--- src/rtl/multi_cycle_ctrl_pkg.sv ---
// Shared encodings for the multi-cycle CPU control unit: opcodes, FSM states,
// datapath select codes and the instruction classes produced by the decoder.
package multi_cycle_ctrl_pkg;

    localparam logic [5:0] OP_ADD   = 6'b000000;
    localparam logic [5:0] OP_SUB   = 6'b000001;
    localparam logic [5:0] OP_ADDIU = 6'b000010;
    localparam logic [5:0] OP_AND   = 6'b010000;
    localparam logic [5:0] OP_ANDI  = 6'b010001;
    localparam logic [5:0] OP_ORI   = 6'b010010;
    localparam logic [5:0] OP_XORI  = 6'b010011;
    localparam logic [5:0] OP_SLL   = 6'b011000;
    localparam logic [5:0] OP_SLTI  = 6'b011100;
    localparam logic [5:0] OP_SW    = 6'b110000;
    localparam logic [5:0] OP_LW    = 6'b110001;
    localparam logic [5:0] OP_BEQ   = 6'b110100;
    localparam logic [5:0] OP_BNE   = 6'b110101;
    localparam logic [5:0] OP_BLTZ  = 6'b110110;
    localparam logic [5:0] OP_J     = 6'b111000;
    localparam logic [5:0] OP_JR    = 6'b111001;
    localparam logic [5:0] OP_JAL   = 6'b111010;
    localparam logic [5:0] OP_HALT  = 6'b111111;

    typedef enum logic [3:0] {
        S_IF     = 4'b0000,
        S_ID     = 4'b0001,
        S_EXE_LS = 4'b0010,
        S_MEM    = 4'b0011,
        S_WB_LD  = 4'b0100,
        S_EXE_BR = 4'b0101,
        S_EXE_AL = 4'b0110,
        S_WB_AL  = 4'b0111,
        S_HALT   = 4'b1000
    } state_e;

    localparam logic [2:0] ALU_ADD = 3'b000;
    localparam logic [2:0] ALU_SUB = 3'b001;
    localparam logic [2:0] ALU_SLL = 3'b010;
    localparam logic [2:0] ALU_OR  = 3'b011;
    localparam logic [2:0] ALU_AND = 3'b100;
    localparam logic [2:0] ALU_SLT = 3'b101;
    localparam logic [2:0] ALU_XOR = 3'b110;

    localparam logic [1:0] PCSRC_NEXT   = 2'd0;
    localparam logic [1:0] PCSRC_BRANCH = 2'd1;
    localparam logic [1:0] PCSRC_JR     = 2'd2;
    localparam logic [1:0] PCSRC_JUMP   = 2'd3;

    localparam logic [1:0] REGDST_RA = 2'b00;
    localparam logic [1:0] REGDST_RT = 2'b01;
    localparam logic [1:0] REGDST_RD = 2'b10;

    typedef enum logic [2:0] {
        CLS_UNDEF  = 3'd0,
        CLS_ALU    = 3'd1,
        CLS_LOAD   = 3'd2,
        CLS_STORE  = 3'd3,
        CLS_BRANCH = 3'd4,
        CLS_JUMP   = 3'd5,
        CLS_HALT   = 3'd6
    } instr_class_e;

    // Branch condition from the ALU flags; non-branch opcodes never take.
    function automatic logic branch_taken(input logic [5:0] op,
                                          input logic zero,
                                          input logic sign);
        logic taken;
        case (op)
            OP_BEQ:  taken = zero;
            OP_BNE:  taken = ~zero;
            OP_BLTZ: taken = sign;
            default: taken = 1'b0;
        endcase
        return taken;
    endfunction

endpackage

--- src/rtl/multi_cycle_ctrl_if.sv ---
// Control bundle between the control unit (master) and the datapath (slave).
interface multi_cycle_ctrl_if;
    logic [5:0] opcode;
    logic       zero;
    logic       sign;
    logic [3:0] state;
    logic       pc_wre;
    logic [1:0] pc_src;
    logic       ir_wre;
    logic       reg_wre;
    logic [1:0] reg_dst;
    logic       wr_reg_d_src;
    logic       alu_src_a;
    logic       alu_src_b;
    logic [2:0] alu_op;
    logic       ext_sel;
    logic       m_rd;
    logic       m_wr;
    logic       db_data_src;

    modport master (
        input  opcode, zero, sign,
        output state, pc_wre, pc_src, ir_wre, reg_wre, reg_dst, wr_reg_d_src,
               alu_src_a, alu_src_b, alu_op, ext_sel, m_rd, m_wr, db_data_src
    );

    modport slave (
        output opcode, zero, sign,
        input  state, pc_wre, pc_src, ir_wre, reg_wre, reg_dst, wr_reg_d_src,
               alu_src_a, alu_src_b, alu_op, ext_sel, m_rd, m_wr, db_data_src
    );
endinterface

--- src/rtl/multi_cycle_ctrl_decode.sv ---
// Pure combinational opcode decoder: instruction class plus the static
// datapath fields that do not depend on the FSM state.
module ctrl_decode
    import multi_cycle_ctrl_pkg::*;
(
    input  logic [5:0]   i_opcode,
    output instr_class_e o_class,
    output logic [2:0]   o_alu_op,
    output logic         o_ext_sel,
    output logic         o_alu_src_a,
    output logic         o_alu_src_b,
    output logic [1:0]   o_reg_dst
);

    // Opcode to class and static fields; unknown opcodes fall to CLS_UNDEF.
    always_comb begin
        o_class     = CLS_UNDEF;
        o_alu_op    = ALU_ADD;
        o_ext_sel   = 1'b1;
        o_alu_src_a = 1'b0;
        o_alu_src_b = 1'b0;
        o_reg_dst   = REGDST_RT;
        case (i_opcode)
            OP_ADD: begin
                o_class   = CLS_ALU;
                o_reg_dst = REGDST_RD;
            end
            OP_SUB: begin
                o_class   = CLS_ALU;
                o_alu_op  = ALU_SUB;
                o_reg_dst = REGDST_RD;
            end
            OP_ADDIU: begin
                o_class     = CLS_ALU;
                o_alu_src_b = 1'b1;
            end
            OP_AND: begin
                o_class   = CLS_ALU;
                o_alu_op  = ALU_AND;
                o_reg_dst = REGDST_RD;
            end
            OP_ANDI: begin
                o_class     = CLS_ALU;
                o_alu_op    = ALU_AND;
                o_ext_sel   = 1'b0;
                o_alu_src_b = 1'b1;
            end
            OP_ORI: begin
                o_class     = CLS_ALU;
                o_alu_op    = ALU_OR;
                o_ext_sel   = 1'b0;
                o_alu_src_b = 1'b1;
            end
            OP_XORI: begin
                o_class     = CLS_ALU;
                o_alu_op    = ALU_XOR;
                o_ext_sel   = 1'b0;
                o_alu_src_b = 1'b1;
            end
            OP_SLL: begin
                o_class     = CLS_ALU;
                o_alu_op    = ALU_SLL;
                o_alu_src_a = 1'b1;
                o_reg_dst   = REGDST_RD;
            end
            OP_SLTI: begin
                o_class     = CLS_ALU;
                o_alu_op    = ALU_SLT;
                o_alu_src_b = 1'b1;
            end
            OP_SW: begin
                o_class     = CLS_STORE;
                o_alu_src_b = 1'b1;
            end
            OP_LW: begin
                o_class     = CLS_LOAD;
                o_alu_src_b = 1'b1;
            end
            OP_BEQ, OP_BNE, OP_BLTZ: begin
                o_class  = CLS_BRANCH;
                o_alu_op = ALU_SUB;
            end
            OP_J, OP_JR: begin
                o_class = CLS_JUMP;
            end
            OP_JAL: begin
                o_class   = CLS_JUMP;
                o_reg_dst = REGDST_RA;
            end
            OP_HALT: begin
                o_class = CLS_HALT;
            end
            default: begin
                o_class = CLS_UNDEF;
            end
        endcase
    end

endmodule

--- src/rtl/multi_cycle_ctrl.sv ---
// Multi-cycle CPU control FSM: sequences IF/ID/EXE/MEM/WB and gates the
// datapath enables per state. Outputs are combinational from the state register.
module multi_cycle_ctrl
    import multi_cycle_ctrl_pkg::*;
(
    input  logic                  i_clk,
    input  logic                  i_rst_n,
    multi_cycle_ctrl_if.master    bus
);

    state_e       r_state;
    state_e       w_next_state;
    instr_class_e w_class;
    logic [2:0]   w_dec_alu_op;
    logic         w_dec_ext_sel;
    logic         w_dec_alu_src_a;
    logic         w_dec_alu_src_b;
    logic [1:0]   w_dec_reg_dst;

    logic         w_pc_wre;
    logic [1:0]   w_pc_src;
    logic         w_ir_wre;
    logic         w_reg_wre;
    logic [1:0]   w_reg_dst;
    logic         w_wr_reg_d_src;
    logic         w_alu_src_a;
    logic         w_alu_src_b;
    logic [2:0]   w_alu_op;
    logic         w_ext_sel;
    logic         w_m_rd;
    logic         w_m_wr;
    logic         w_db_data_src;

    ctrl_decode u_decode (
        .i_opcode    (bus.opcode),
        .o_class     (w_class),
        .o_alu_op    (w_dec_alu_op),
        .o_ext_sel   (w_dec_ext_sel),
        .o_alu_src_a (w_dec_alu_src_a),
        .o_alu_src_b (w_dec_alu_src_b),
        .o_reg_dst   (w_dec_reg_dst)
    );

    // Next-state selection from the current state and decoded class.
    always_comb begin
        w_next_state = S_IF;
        case (r_state)
            S_IF: w_next_state = S_ID;
            S_ID: begin
                case (w_class)
                    CLS_JUMP:   w_next_state = S_IF;
                    CLS_HALT:   w_next_state = S_HALT;
                    CLS_BRANCH: w_next_state = S_EXE_BR;
                    CLS_LOAD:   w_next_state = S_EXE_LS;
                    CLS_STORE:  w_next_state = S_EXE_LS;
                    CLS_ALU:    w_next_state = S_EXE_AL;
                    default:    w_next_state = S_IF;
                endcase
            end
            S_EXE_AL: w_next_state = S_WB_AL;
            S_WB_AL:  w_next_state = S_IF;
            S_EXE_BR: w_next_state = S_IF;
            S_EXE_LS: w_next_state = S_MEM;
            S_MEM: begin
                if (w_class == CLS_LOAD) begin
                    w_next_state = S_WB_LD;
                end else begin
                    w_next_state = S_IF;
                end
            end
            S_WB_LD: w_next_state = S_IF;
            S_HALT:  w_next_state = S_HALT;
            default: w_next_state = S_IF;
        endcase
    end

    // State register; the only storage in the block.
    always_ff @(posedge i_clk or negedge i_rst_n) begin
        if (!i_rst_n) begin
            r_state <= S_IF;
        end else begin
            r_state <= w_next_state;
        end
    end

    // Per-state enable gating; static decode fields apply outside sIF.
    always_comb begin
        w_pc_wre       = 1'b0;
        w_pc_src       = PCSRC_NEXT;
        w_ir_wre       = 1'b0;
        w_reg_wre      = 1'b0;
        w_reg_dst      = 2'b00;
        w_wr_reg_d_src = 1'b0;
        w_m_rd         = 1'b0;
        w_m_wr         = 1'b0;
        w_db_data_src  = 1'b0;

        if (r_state != S_IF) begin
            w_alu_op    = w_dec_alu_op;
            w_ext_sel   = w_dec_ext_sel;
            w_alu_src_a = w_dec_alu_src_a;
            w_alu_src_b = w_dec_alu_src_b;
        end else begin
            w_alu_op    = 3'b000;
            w_ext_sel   = 1'b0;
            w_alu_src_a = 1'b0;
            w_alu_src_b = 1'b0;
        end

        case (r_state)
            S_IF: w_ir_wre = 1'b1;
            S_ID: begin
                if (w_class == CLS_JUMP) begin
                    w_pc_wre = 1'b1;
                    w_pc_src = (bus.opcode == OP_JR) ? PCSRC_JR : PCSRC_JUMP;
                    if (bus.opcode == OP_JAL) begin
                        w_reg_wre      = 1'b1;
                        w_reg_dst      = REGDST_RA;
                        w_wr_reg_d_src = 1'b0;
                    end else begin
                        w_reg_wre = 1'b0;
                    end
                end else if (w_class == CLS_UNDEF) begin
                    // Unknown opcode retires as a NOP straight from decode.
                    w_pc_wre = 1'b1;
                    w_pc_src = PCSRC_NEXT;
                end else begin
                    w_pc_wre = 1'b0;
                end
            end
            S_EXE_BR: begin
                w_pc_wre = 1'b1;
                w_pc_src = branch_taken(bus.opcode, bus.zero, bus.sign) ?
                           PCSRC_BRANCH : PCSRC_NEXT;
            end
            S_WB_AL: begin
                w_reg_wre      = 1'b1;
                w_wr_reg_d_src = 1'b1;
                w_reg_dst      = w_dec_reg_dst;
                w_pc_wre       = 1'b1;
            end
            S_MEM: begin
                if (w_class == CLS_STORE) begin
                    w_m_wr   = 1'b1;
                    w_pc_wre = 1'b1;
                end else if (w_class == CLS_LOAD) begin
                    w_m_rd = 1'b1;
                end else begin
                    w_pc_wre = 1'b0;
                end
            end
            S_WB_LD: begin
                w_m_rd         = 1'b1;
                w_db_data_src  = 1'b1;
                w_reg_wre      = 1'b1;
                w_reg_dst      = REGDST_RT;
                w_wr_reg_d_src = 1'b1;
                w_pc_wre       = 1'b1;
            end
            default: begin
                w_pc_wre = 1'b0;
            end
        endcase
    end

    // Reset low kills every output asynchronously, independent of the clock.
    assign bus.state        = i_rst_n ? r_state        : 4'b0000;
    assign bus.pc_wre       = i_rst_n & w_pc_wre;
    assign bus.pc_src       = i_rst_n ? w_pc_src       : 2'b00;
    assign bus.ir_wre       = i_rst_n & w_ir_wre;
    assign bus.reg_wre      = i_rst_n & w_reg_wre;
    assign bus.reg_dst      = i_rst_n ? w_reg_dst      : 2'b00;
    assign bus.wr_reg_d_src = i_rst_n & w_wr_reg_d_src;
    assign bus.alu_src_a    = i_rst_n & w_alu_src_a;
    assign bus.alu_src_b    = i_rst_n & w_alu_src_b;
    assign bus.alu_op       = i_rst_n ? w_alu_op       : 3'b000;
    assign bus.ext_sel      = i_rst_n & w_ext_sel;
    assign bus.m_rd         = i_rst_n & w_m_rd;
    assign bus.m_wr         = i_rst_n & w_m_wr;
    assign bus.db_data_src  = i_rst_n & w_db_data_src;

endmodule

--- src/flat_wrapper.sv ---
// flat-port wrapper written by rule: the top's interface ports become plain ports
module multi_cycle_ctrl_flat import multi_cycle_ctrl_pkg::*;
  (i_clk, i_rst_n, bus_opcode, bus_zero, bus_sign, bus_state, bus_pc_wre, bus_pc_src, bus_ir_wre, bus_reg_wre, bus_reg_dst, bus_wr_reg_d_src, bus_alu_src_a, bus_alu_src_b, bus_alu_op, bus_ext_sel, bus_m_rd, bus_m_wr, bus_db_data_src);
  multi_cycle_ctrl_if bus_i ();
  input  logic i_clk;
  input  logic i_rst_n;
  input wire logic [$bits(bus_i.opcode)-1:0] bus_opcode;
  input wire logic [$bits(bus_i.zero)-1:0] bus_zero;
  input wire logic [$bits(bus_i.sign)-1:0] bus_sign;
  output wire logic [$bits(bus_i.state)-1:0] bus_state;
  output wire logic [$bits(bus_i.pc_wre)-1:0] bus_pc_wre;
  output wire logic [$bits(bus_i.pc_src)-1:0] bus_pc_src;
  output wire logic [$bits(bus_i.ir_wre)-1:0] bus_ir_wre;
  output wire logic [$bits(bus_i.reg_wre)-1:0] bus_reg_wre;
  output wire logic [$bits(bus_i.reg_dst)-1:0] bus_reg_dst;
  output wire logic [$bits(bus_i.wr_reg_d_src)-1:0] bus_wr_reg_d_src;
  output wire logic [$bits(bus_i.alu_src_a)-1:0] bus_alu_src_a;
  output wire logic [$bits(bus_i.alu_src_b)-1:0] bus_alu_src_b;
  output wire logic [$bits(bus_i.alu_op)-1:0] bus_alu_op;
  output wire logic [$bits(bus_i.ext_sel)-1:0] bus_ext_sel;
  output wire logic [$bits(bus_i.m_rd)-1:0] bus_m_rd;
  output wire logic [$bits(bus_i.m_wr)-1:0] bus_m_wr;
  output wire logic [$bits(bus_i.db_data_src)-1:0] bus_db_data_src;
  assign bus_i.opcode = bus_opcode;
  assign bus_i.zero = bus_zero;
  assign bus_i.sign = bus_sign;
  assign bus_state = bus_i.state;
  assign bus_pc_wre = bus_i.pc_wre;
  assign bus_pc_src = bus_i.pc_src;
  assign bus_ir_wre = bus_i.ir_wre;
  assign bus_reg_wre = bus_i.reg_wre;
  assign bus_reg_dst = bus_i.reg_dst;
  assign bus_wr_reg_d_src = bus_i.wr_reg_d_src;
  assign bus_alu_src_a = bus_i.alu_src_a;
  assign bus_alu_src_b = bus_i.alu_src_b;
  assign bus_alu_op = bus_i.alu_op;
  assign bus_ext_sel = bus_i.ext_sel;
  assign bus_m_rd = bus_i.m_rd;
  assign bus_m_wr = bus_i.m_wr;
  assign bus_db_data_src = bus_i.db_data_src;
  multi_cycle_ctrl u_core (.i_clk(i_clk), .i_rst_n(i_rst_n), .bus(bus_i));
endmodule
--- config.mk ---
export PLATFORM = sky130hd
export DESIGN_NAME = multi_cycle_ctrl_flat
export DESIGN_NICKNAME = d
export VERILOG_FILES = /design/src/rtl/multi_cycle_ctrl_pkg.sv /design/src/rtl/multi_cycle_ctrl_if.sv /design/src/rtl/multi_cycle_ctrl_decode.sv /design/src/rtl/multi_cycle_ctrl.sv /design/src/flat_wrapper.sv
export SDC_FILE = /design/constraint.sdc
export NUM_CORES = 1
export LEC_CHECK = 0
export CAP_MARGIN = 20
export CORE_MARGIN = 3
export CORE_UTILIZATION = 50
export CTS_BUF_LIST = sky130_fd_sc_hd__clkbuf_2 sky130_fd_sc_hd__clkbuf_4 sky130_fd_sc_hd__clkbuf_8
export CTS_CLUSTER_SIZE = 25
export DETAILED_ROUTE_END_ITERATION = 8
export GPL_TIMING_DRIVEN = 0
export PLACE_DENSITY = 0.85
export SLEW_MARGIN = 20
export SYNTH_ARGS = -nofsm -noshare
export SYNTH_HDL_FRONTEND = slang
export SYNTH_SLANG_ARGS = --single-unit
--- constraint.sdc ---
create_clock -name i_clk -period 3.3 [get_ports i_clk]
set_input_delay 0.825 -clock i_clk [delete_from_list [all_inputs] [get_ports i_clk]]
set_output_delay 0.825 -clock i_clk [all_outputs]
set_load 0.1 [all_outputs]
# After elaboration in Yosys (flattened, before gate mapping)
# Index checks and enable logic that the tools add are counted.
[totals]
regBits = 4
elab_cells = 96
output_inout_bits = 21
[op_classes]
n_eq_ne = 31
bitwise_logic = 11
n_mux = 38
n_reduce_logical = 15
[ops]
columns = ["op", "n"]
rows = [
  ["$eq A6 B6 Y1 const B", 9],
  ["$eq A6 B5 Y1 const B", 6],
  ["$pmux W3 S6", 2],
  ["$pmux W4 S6", 1],
  ["$mux W1", 20],
  ["$eq A4 B3 Y1 const B", 4],
  ["$pmux W4 S4", 1],
  ["$pmux W2 S2", 3],
  ["$reduce_or A3 Y1", 4],
  ["$and A1 B1 Y1", 10],
  ["$eq A3 B3 Y1 const B", 3],
  ["$mux W3", 3],
  ["$reduce_or A9 Y1", 1],
  ["$eq A4 B2 Y1 const B", 2],
  ["$reduce_or A4 Y1", 2],
  ["$reduce_or A7 Y1", 1],
  ["$eq A3 B2 Y1 const B", 2],
  ["$eq A6 B1 Y1 const B", 1],
  ["$eq A6 B2 Y1 const B", 1],
  ["$logic_not A6 Y1", 1],
  ["$mux W2", 3],
  ["$pmux W1 S3", 2],
  ["$reduce_or A2 Y1", 3],
  ["$eq A4 B1 Y1 const B", 1],
  ["other kinds (8)", 9],
]

# Logic depth before layout (Yosys ltp)
# Gate-level depths: netlist (run 1).
[depth]
word_depth = 8
mapped_depth = 7
mapped_depth_nobuf = 5

# Hierarchy
# A second synthesis (run 1) with hierarchy kept.
[unflattened]
cells_unflattened = 133
area_unflattened_um2 = 922.1
[modules_own_cells]
columns = ["module", "n_inst", "area_each_um2", "seq_area_each_um2", "cells_per_inst"]
rows = [
  ["multi_cycle_ctrl", 1, 593.1, 100.1, 80],
  ["ctrl_decode", 1, 329.1, 0.0, 53],
]

# Worst setup path before layout (run 1)
# OpenSTA, ideal clock, no wires.
[synth_path]
path_kind = "input to output"
startpoint = "input port bus_opcode[3]"
endpoint = "output port bus_alu_op[1]"
slack_ns = -2.127
arrival_ns = 4.602
path_stages = 5
n_path_buf = 2
path_cell_list = "buf_4 > buf_2 > nor2b_1 > a21oi_1 > nor4b_1"
[synth_via]
elab_chain_len = 5
[synth_rtl]
columns = ["element", "line_no", "text"]
rows = [
  ["from (decl)", "flat_wrapper.sv:7", "input wire logic [$bits(bus_i.opcode)-1:0] bus_opcode;"],
  ["$eq A6 B1 Y1, or another cell as far along", "multi_cycle_ctrl_decode.sv:23", "case (i_opcode)"],
  ["$reduce_or A4 Y1 (no source line) / $reduce_or A2 Y1 (equally long branches)", "-", ""],
  ["$pmux W3 S6 *", "multi_cycle_ctrl_decode.sv:23", ""],
  ["$mux W3 *", "multi_cycle_ctrl.sv:98", "if (r_state != S_IF) begin"],
  ["$mux W3 *", "multi_cycle_ctrl.sv:176", "assign bus.alu_op = i_rst_n ? w_alu_op : 3'b000;"],
  ["to (decl)", "flat_wrapper.sv:19", "output wire logic [$bits(bus_i.alu_op)-1:0] bus_alu_op;"],
]
# Mark *: on every way between the ends. The rest lies on a longest branch, timed or not.

# Worst setup path after layout (run 1)
[layout_path]
startpoint = "input port bus_opcode[2]"
endpoint = "output port bus_pc_wre"
[layout_via]
elab_chain_len = 8
[layout_rtl]
columns = ["element", "line_no", "text"]
rows = [
  ["$eq A6 B5 Y1, or another cell as far along", "multi_cycle_ctrl_decode.sv:23", ""],
  ["$reduce_or A9 Y1 (no source line) / $reduce_or A3 Y1 (equally long branches)", "-", ""],
  ["$pmux W3 S6 *", "multi_cycle_ctrl_decode.sv:23", ""],
  ["$logic_not A3 Y1", "multi_cycle_ctrl.sv:123", "end else if (w_class == CLS_UNDEF) begin"],
  ["$mux W1", "multi_cycle_ctrl.sv:123", ""],
  ["$mux W1", "multi_cycle_ctrl.sv:113", "if (w_class == CLS_JUMP) begin"],
  ["$pmux W1 S3 *", "multi_cycle_ctrl.sv:110", "case (r_state)"],
  ["$and A1 B1 Y1 *", "multi_cycle_ctrl.sv:168", "assign bus.pc_wre = i_rst_n & w_pc_wre;"],
  ["to (decl)", "flat_wrapper.sv:11", "output wire logic [$bits(bus_i.pc_wre)-1:0] bus_pc_wre;"],
]
# Marks and branches as above.

==> results.json, run 1 <==
{
  "status": "complete, no violations",
  "diodes": 0,
  "groute.usage.overall_pct": 27.93,
  "yosys_warnings": 0,
  "yosysMostFrequentCell": "nand2_1",
  "drc": 0,
  "clock_sinks": 4,
  "end_kind": "output port",
  "setup_tns_ns": 0,
  "grt_overflow": 0,
  "synthFlopType": "dfrtp_1",
  "min_path_type": "in -> async",
  "largest_reg_flops": 4,
  "pin_count": 31,
  "rows": 15,
  "clkSlewWorstSetupHoldPaths_ns": 0.04,
  "die_area_um2": 2524,
  "regArea_um2": 100.1,
  "die_x_um": 50.24,
  "power.density_nw_per_um2": 470.9,
  "clk_latency_ns": 0.23,
  "antenna_found_initial": 0,
  "regMostFlops": "u_core.r_state",
  "crit_path_frequent_cell": "buf_6",
  "max-slew-margin-rel_pct": 36.31,
  "cts_tree": "yes",
  "yosysSeqAreaShare_pct": 10.23,
  "finalWeightedCongestion": 0.9399,
  "cts-root-buf": "clkbuf_4",
  "cpPeakStageDelay_ns": 0.33,
  "syn_nets": 157,
  "hpwl_mm": 2.412,
  "crit_chain": "dlygate4sd2_1, buf_6, nor2_2, nand2_1, a31oi_4, a21oi_1, o32ai_4, buf_6",
  "io_buffer_count": 28,
  "wl_per_cell_um": 16.71,
  "maxSlewViolCount": 0,
  "crit_path_start_kind": "input pin",
  "cp_data_required_time_ns": 2.47,
  "clk_path_buf_depth": 2,
  "synth_edf_count": 0,
  "p_leak_uw": 0.0006468,
  "fin_crit_ns": 3.241,
  "setup_viol": 0,
  "holdWs_ns": 0.4482,
  "rsz0062_at_grt": "no",
  "dpl-instance-area_um2": 1424,
  "async_flop_share_pct": 100.0,
  "drv_cap": 0,
  "ys_types": 52,
  "drt-pass1-iter-count": 5,
  "period_share_pct": 98.22,
  "grt_pass1_vias": 1177,
  "grt_max_degree": 14,
  "finalWorstSetupSlack_ns": 0.05862,
  "areaGrowthSynthToFinish_pct": 52.17,
  "dp.cells": 200,
  "crit_buf_inv": 3,
  "critical_path_class": "in -> out",
  "synth_common_cells": "nand2_1 (16), a21oi_1 (14), nor2_1 (12)",
  "syn_inst": 147,
  "drt_iter0_markers": 56,
  "largestRegisters": "u_core.r_state: 4 flops",
  "fin_worst_skew_ns": 0.003624,
  "postCtsHoldBufs": 0,
  "vias_per_cell": 6.567,
  "crit_family": "buffers and inverters",
  "vias": 1333,
  "fillCellCount": 110,
  "fin_nets": 190,
  "syn_area_um2": 978.4,
  "yosys-top-cells-area": "dfrtp_1 (10%), a21oi_1 (7.2%), nand2_1 (6.1%)",
  "initial_core_util_pct": 54.88,
  "worst_pin_slew_ns": 0.9591,
  "max_freq_mhz": 308.5,
  "core_um2": 1783,
  "ir_worst_vdd_mv": 0.6135,
  "synth_top_cell_area_share_pct": 10.23,
  "cp_max_fo": 10,
  "grt_pass1_wl_mm": 5.630,
  "synth_top_area_cell": "dfrtp_1",
  "synth_seq_cells": 4,
  "avgSynthCellArea_um2": 6.656,
  "arrival_ns": 2.42,
  "drive_above_1_share_pct": 37.08,
  "place_ws_ns": -1.317,
  "fin_area_um2": 1489,
  "multi_input_area_um2": 932.1,
  "postCtsSetupBuffers": 0,
  "die_y_um": 50.24,
  "routed_wl_mm": 3.392,
  "hold_viol": 0,
  "cts.htree.levels": 1,
  "cts_buffers": 3,
  "fin_cells": 203,
  "critPathSlowestCell": "dlygate4sd2_1",
  "final_antenna_net_count": 0
}
-- area by class of cell --
class                   count  area share (%)
multi-input cells         123           62.60
repair buffers             28           17.90
plain buffers              12           6.975
flip-flops and latches      4           6.723
inverters                   8           2.185
well taps                  25           2.101
clock buffers               3           1.513
-- where the power goes --
group / total [µW] / switching, µW / internal, µW
clock: 60.9 / 20.2 / 40.7
sequential: 79.4 / 16.1 / 63.3
combinational: 561 / 416 / 145
total: 701 / 453 / 249
-- layer usage --
layer / share of wire [%] / GRT usage (%) / vias to the layer above
li1: - / - / 600
met1: 41 / 38.92 / 603
met2: 44 / 43.04 / 107
met3: 10 / 4.451 / 23
met4: 4.5 / 9.677 / 0
met5: 0 / 0 / -
-- cell usage in the layout (no fill, tap or decap), types with 5 or more instances in the layout --
cell type      count
o21ai_0            6
buf_2              6
dlygate4sd2_1      7
nand2_1           16
buf_6             10
inv_1              5
a21oi_1            9
nand4_1            6
buf_4              6
nor2_1            10
-- what timing repair did --
item                                    CTS  global route
endpoints found under the hold margin     0             0
resized for setup                       128            11
pin swaps                                 2             1
endpoints found under the setup margin   21            13
-- final timing paths --
path | start | endpoint | slack [ns] | cells after the start
max | bus_opcode[2] | bus_pc_wre | 0.06 | 8
min | i_rst_n | u_core.r_state[1] | 0.45 | 1
max reg2reg | u_core.r_state[0] | u_core.r_state[1] | 1.77 | 4
min reg2reg | u_core.r_state[3] | u_core.r_state[1] | 0.56 | 2
max in group asynchronous | i_rst_n | u_core.r_state[0] | 2.65 | 1
min in group i_clk | u_core.r_state[3] | u_core.r_state[1] | 0.56 | 2
-- stage by stage --
step	utilization, %	power [µW]
2_1_floorplan	-	517.3
3_3_place_gp	79.86	623.6
3_5_place_dp	79.86	630.6
4_1_cts	83.30	692.5
5_1_grt	83.51	739.1
6_report	83.51	701.2
-- cell families (layout without fill, tap and decap cells) --
| family | after synthesis | in the layout | share of synthesized area (%) |
|---|---|---|---|
| AND/OR/NAND/NOR | 76 | 76 | 44.12 |
| AO/OA/AOI/OAI | 42 | 42 | 28.01 |
| buffers and inverters | 20 | 51 | 12.79 |
| flip-flops | 4 | 4 | 10.23 |
| XOR/XNOR | 3 | 3 | 2.686 |
| multiplexers | 2 | 2 | 2.174 |
-- worst reg2reg max path: stages, from the launching register on --
cell,delay (ns)
dfrtp_1,0.47
inv_1,0.12
or3_1,0.35
or3b_1,0.37
a21oi_1,0.14
Power figures use the tool's default switching activity.
==> run 2: changes to the inputs <==
--- a/config.mk
+++ b/config.mk
@@ -11,9 +11,9 @@
 export CTS_BUF_LIST = sky130_fd_sc_hd__clkbuf_2 sky130_fd_sc_hd__clkbuf_4 sky130_fd_sc_hd__clkbuf_8
 export CTS_CLUSTER_SIZE = 25
 export DETAILED_ROUTE_END_ITERATION = 8
-export GPL_TIMING_DRIVEN = 0
-export PLACE_DENSITY = 0.85
-export SLEW_MARGIN = 20
+export PLACE_DENSITY = 0.87
+export SLEW_MARGIN = 5
 export SYNTH_ARGS = -nofsm -noshare
 export SYNTH_HDL_FRONTEND = slang
+export SYNTH_HIERARCHICAL = 1
 export SYNTH_SLANG_ARGS = --single-unit
==> results.json, run 2 <==
{
  "synthFlopType": "dfrtp_1",
  "yosys_warnings": 6,
  "ys_types": 44,
  "synth_top_cell_area_share_pct": 10.85,
  "avgSynthCellArea_um2": 6.933,
  "yosysMostFrequentCell": "nor2_1",
  "die_y_um": 48.95,
  "status": "stopped before the end",
  "finalWeightedCongestion": 0.9732,
  "rows": 14,
  "synth_top_area_cell": "dfrtp_1",
  "io_buffer_count": 30,
  "synth_common_cells": "nor2_1 (16), and2_1 (10), nand2_1 (8), nand2b_1 (8)",
  "synth_edf_count": 0,
  "syn_inst": 133,
  "die_x_um": 48.95,
  "yosysSeqAreaShare_pct": 10.85,
  "async_flop_share_pct": 100.0,
  "synth_seq_cells": 4,
  "initial_core_util_pct": 57.22,
  "syn_nets": 143,
  "yosys-top-cells-area": "dfrtp_1 (11%), and2_1 (6.8%), nor2_1 (6.5%)",
  "toolErrorMsg": "[ERROR DPL-0038] Utilization greater than 100%, impossible to legalize",
  "pin_count": 31,
  "syn_area_um2": 922.1,
  "lastStage": "detailed placement (3_5_place_dp)"
}
## run 2: kinds of logic after synthesis
group                     count (synthesis)  share of synthesized area, %
AOI/OAI and AO/OA                        25                         19.54
xor gates and xnor gates                  1                        0.9500
buffers and inverters                    14                         8.275
DFF                                       4                         10.86
muxes                                     1                         1.221
and+or+nand+nor                          88                         59.16
## run 2: through the flow
step	setup TNS [ns]	hold slack, ns	setup slack (ns)	instance area, µm²
after floorplan	-3.107	0.5294	-1.137	984.7
after global placement	-3.237	0.6392	-0.5110	1683
==> run 3: changes to the inputs <==
--- a/config.mk
+++ b/config.mk
@@ -6,12 +6,10 @@
 export NUM_CORES = 1
 export LEC_CHECK = 0
 export CAP_MARGIN = 20
-export CORE_MARGIN = 3
-export CORE_UTILIZATION = 50
-export CTS_BUF_LIST = sky130_fd_sc_hd__clkbuf_2 sky130_fd_sc_hd__clkbuf_4 sky130_fd_sc_hd__clkbuf_8
-export CTS_CLUSTER_SIZE = 25
+export CORE_AREA = 3 3 64 66
 export DETAILED_ROUTE_END_ITERATION = 8
-export PLACE_DENSITY = 0.87
+export DIE_AREA = 0 0 67 69
+export PLACE_DENSITY_LB_ADDON = 0.15
 export SLEW_MARGIN = 5
 export SYNTH_ARGS = -nofsm -noshare
 export SYNTH_HDL_FRONTEND = slang
==> results.json, run 3 <==
{
  "grt_pass1_wl_mm": 5.561,
  "min_path_type": "reg -> reg",
  "finalWeightedCongestion": 0.7801,
  "finish.utilization_pct": 51.83,
  "cts_buffers": 3,
  "pin_count": 31,
  "cts.htree.levels": 1,
  "synth_common_cells": "nor2_1 (16), and2_1 (10), nand2_1 (8), nand2b_1 (8)",
  "regMostFlops": "u_core/r_state",
  "avgSynthCellArea_um2": 6.933,
  "r2r_start": "u_core/r_state[1]",
  "power.density_nw_per_um2": 452.0,
  "rows": 22,
  "hpwl_mm": 2.437,
  "cts-root-buf": "clkbuf_8",
  "final_common_cell": "buf_4",
  "final_cell_mix": "buf_4 (38), buf_12 (21), nor2_1 (13)",
  "crit_buf_inv": 3,
  "crit_start": "bus_opcode[3]",
  "wl_per_cell_um": 13.48,
  "rsz0062_at_grt": "yes",
  "critPathSlowestCell": "a221o_1",
  "status": "complete, but fails checks",
  "die_x_um": 67,
  "yosysMostFrequentCell": "nor2_1",
  "grt_overflow": 0,
  "drt-pass1-iter-count": 4,
  "worst_pin_slew_ns": 0.4389,
  "clk_latency_ns": 0.22,
  "syn_inst": 133,
  "diodes": 0,
  "cts_tree": "yes",
  "antenna_found_initial": 0,
  "r2r_cells": 3,
  "hold_depth": 1,
  "finalWorstSetupSlack_ns": -0.06989,
  "async_flop_share_pct": 100.0,
  "setup_viol": 5,
  "crit_chain": "buf_8, or2_4, a221o_1, o211ai_1, nand4b_1, nor4_4, buf_6, a21oi_4, o211ai_4, buf_12",
  "fin_nets": 206,
  "crit_family": "compound AO/OA/AOI/OAI gates",
  "period_share_pct": 102.1,
  "syn_nets": 143,
  "end_kind": "output port",
  "drt_iter0_markers": 105,
  "routed_wl_mm": 3.261,
  "areaGrowthSynthToFinish_pct": 104.2,
  "synthFlopType": "dfrtp_1",
  "critical_path_class": "in -> out",
  "drv_cap": 0,
  "io_buffer_count": 30,
  "clkSlewWorstSetupHoldPaths_ns": 0.03,
  "grt_max_degree": 15,
  "fin_worst_skew_ns": 0.005363,
  "crit_cells": 10,
  "max_freq_mhz": 296.7,
  "syn_area_um2": 922.1,
  "yosysSeqAreaShare_pct": 10.85,
  "p_leak_uw": 0.0007506,
  "vias_per_cell": 5.136,
  "die_area_um2": 4623,
  "fin_crit_ns": 3.370,
  "place_ws_ns": -0.5867,
  "synth_seq_cells": 4,
  "yosys-top-cells-area": "dfrtp_1 (11%), and2_1 (6.8%), nor2_1 (6.5%)",
  "core_um2": 3633,
  "cp_max_fo": 4,
  "clock_sinks": 4,
  "largestRegisters": "u_core/r_state: 4 flops",
  "initial_core_util_pct": 25.38,
  "grt_pass1_vias": 1218,
  "clk_path_buf_depth": 2,
  "final_antenna_net_count": 0,
  "yosys_warnings": 6,
  "dp.cells": 234,
  "ys_types": 44,
  "min_from": "u_core/r_state[3]",
  "ir_worst_vdd_mv": 0.2900,
  "synth_top_cell_area_share_pct": 10.85,
  "cpPeakStageDelay_ns": 0.32,
  "largest_reg_flops": 4,
  "vias": 1243,
  "crit_path_start_kind": "input pin",
  "drive_above_1_share_pct": 48.97,
  "arrival_ns": 2.54,
  "hold_viol": 0,
  "die_y_um": 69,
  "cp_data_required_time_ns": 2.47,
  "fin_cells": 242,
  "groute.usage.overall_pct": 14.74,
  "drc": 0,
  "synth_edf_count": 0,
  "violations": "negative setup slack",
  "max-slew-margin-rel_pct": 70.74,
  "synth_top_area_cell": "dfrtp_1",
  "maxSlewViolCount": 0
}
-- run 3: cell counts after synthesis --
Identical to the previous run, type by type.
-- run 3: area by class of cell --
| type | instances | area (µm²) |
|---|---|---|
| Tap cell | 48 | 60.06 |
| Multi-Input combinational cell | 115 | 858.3 |
| Timing Repair Buffer | 69 | 812.0 |
| Sequential cell | 4 | 100.1 |
| Clock buffer | 3 | 41.29 |
| Inverter | 3 | 11.26 |
| Fill cell | 371 | 1750 |
-- run 3: cells by family (layout without fill, tap and decap cells) --
kind of cell	after synthesis	in the layout	synth area share, %
flops	4	4	10.86
mux	1	1	1.221
xor+xnor	1	1	0.9500
compound gates	25	25	19.54
simple gates	88	88	59.16
buf+inv	14	75	8.275
-- run 3: final timing paths --
| check | slack [ns] | to |
|---|---|---|
| setup / recovery | -0.07 | bus_pc_src[0] |
| hold / removal | 0.71 | u_core/r_state[1] |
| setup reg to reg | 2.04 | u_core/r_state[2] |
| hold reg to reg | 0.71 | u_core/r_state[1] |
| max in group asynchronous | 2.08 | u_core/r_state[2] |
| min in group asynchronous | 1.09 | u_core/r_state[0] |
-- run 3: layer usage --
layer	share of wire [%]	track usage (%)
met5	0	0
met4	0.86	4.730
met3	5.6	1.140
met2	49	23.80
met1	44	20.36
-- run 3: repair_timing --
action | in CTS | in global routing
hold endpoints to repair | 0 | 0
cloned | 0 | 0
hold buffers | 0 | 0
pin swaps | 10 | 7
setup buffers | 3 | 2
gates resized for setup | 30 | 10
endpoints found under the setup margin | 13 | 7
-- run 3: power by group --
part | internal [µW] | switching (µW) | leakage (µW)
clock | 77.8 | 26.5 | 0.0000216
combinational | 243 | 388 | 0.000677
sequential | 62.9 | 53.2 | 0.0000525
total | 383 | 468 | 0.000751
-- run 3: through the flow --
stage	hold WS [ns]	power, µW	setup TNS [ns]	instance area (µm²)
2_1_floorplan	0.5294	498.5	-3.107	984.7
3_3_place_gp	0.6556	727.4	-3.393	1735
3_5_place_dp	0.6710	731.0	-3.714	1735
4_1_cts	0.6816	844.0	-0.1188	1834
5_1_grt	0.7659	895.7	-0.6177	1883
6_report	0.7062	851.2	-0.1924	1883
==> run 4: changes to the inputs <==
--- a/config.mk
+++ b/config.mk
@@ -10,7 +10,8 @@
 export DETAILED_ROUTE_END_ITERATION = 8
 export DIE_AREA = 0 0 67 69
 export PLACE_DENSITY_LB_ADDON = 0.15
-export SLEW_MARGIN = 5
+export SKIP_LAST_GASP = 1
+export SLEW_MARGIN = 20
 export SYNTH_ARGS = -nofsm -noshare
 export SYNTH_HDL_FRONTEND = slang
 export SYNTH_HIERARCHICAL = 1
==> results of run 4 <==
No change in the layout: final DEF, timing and power equal those of run 3.
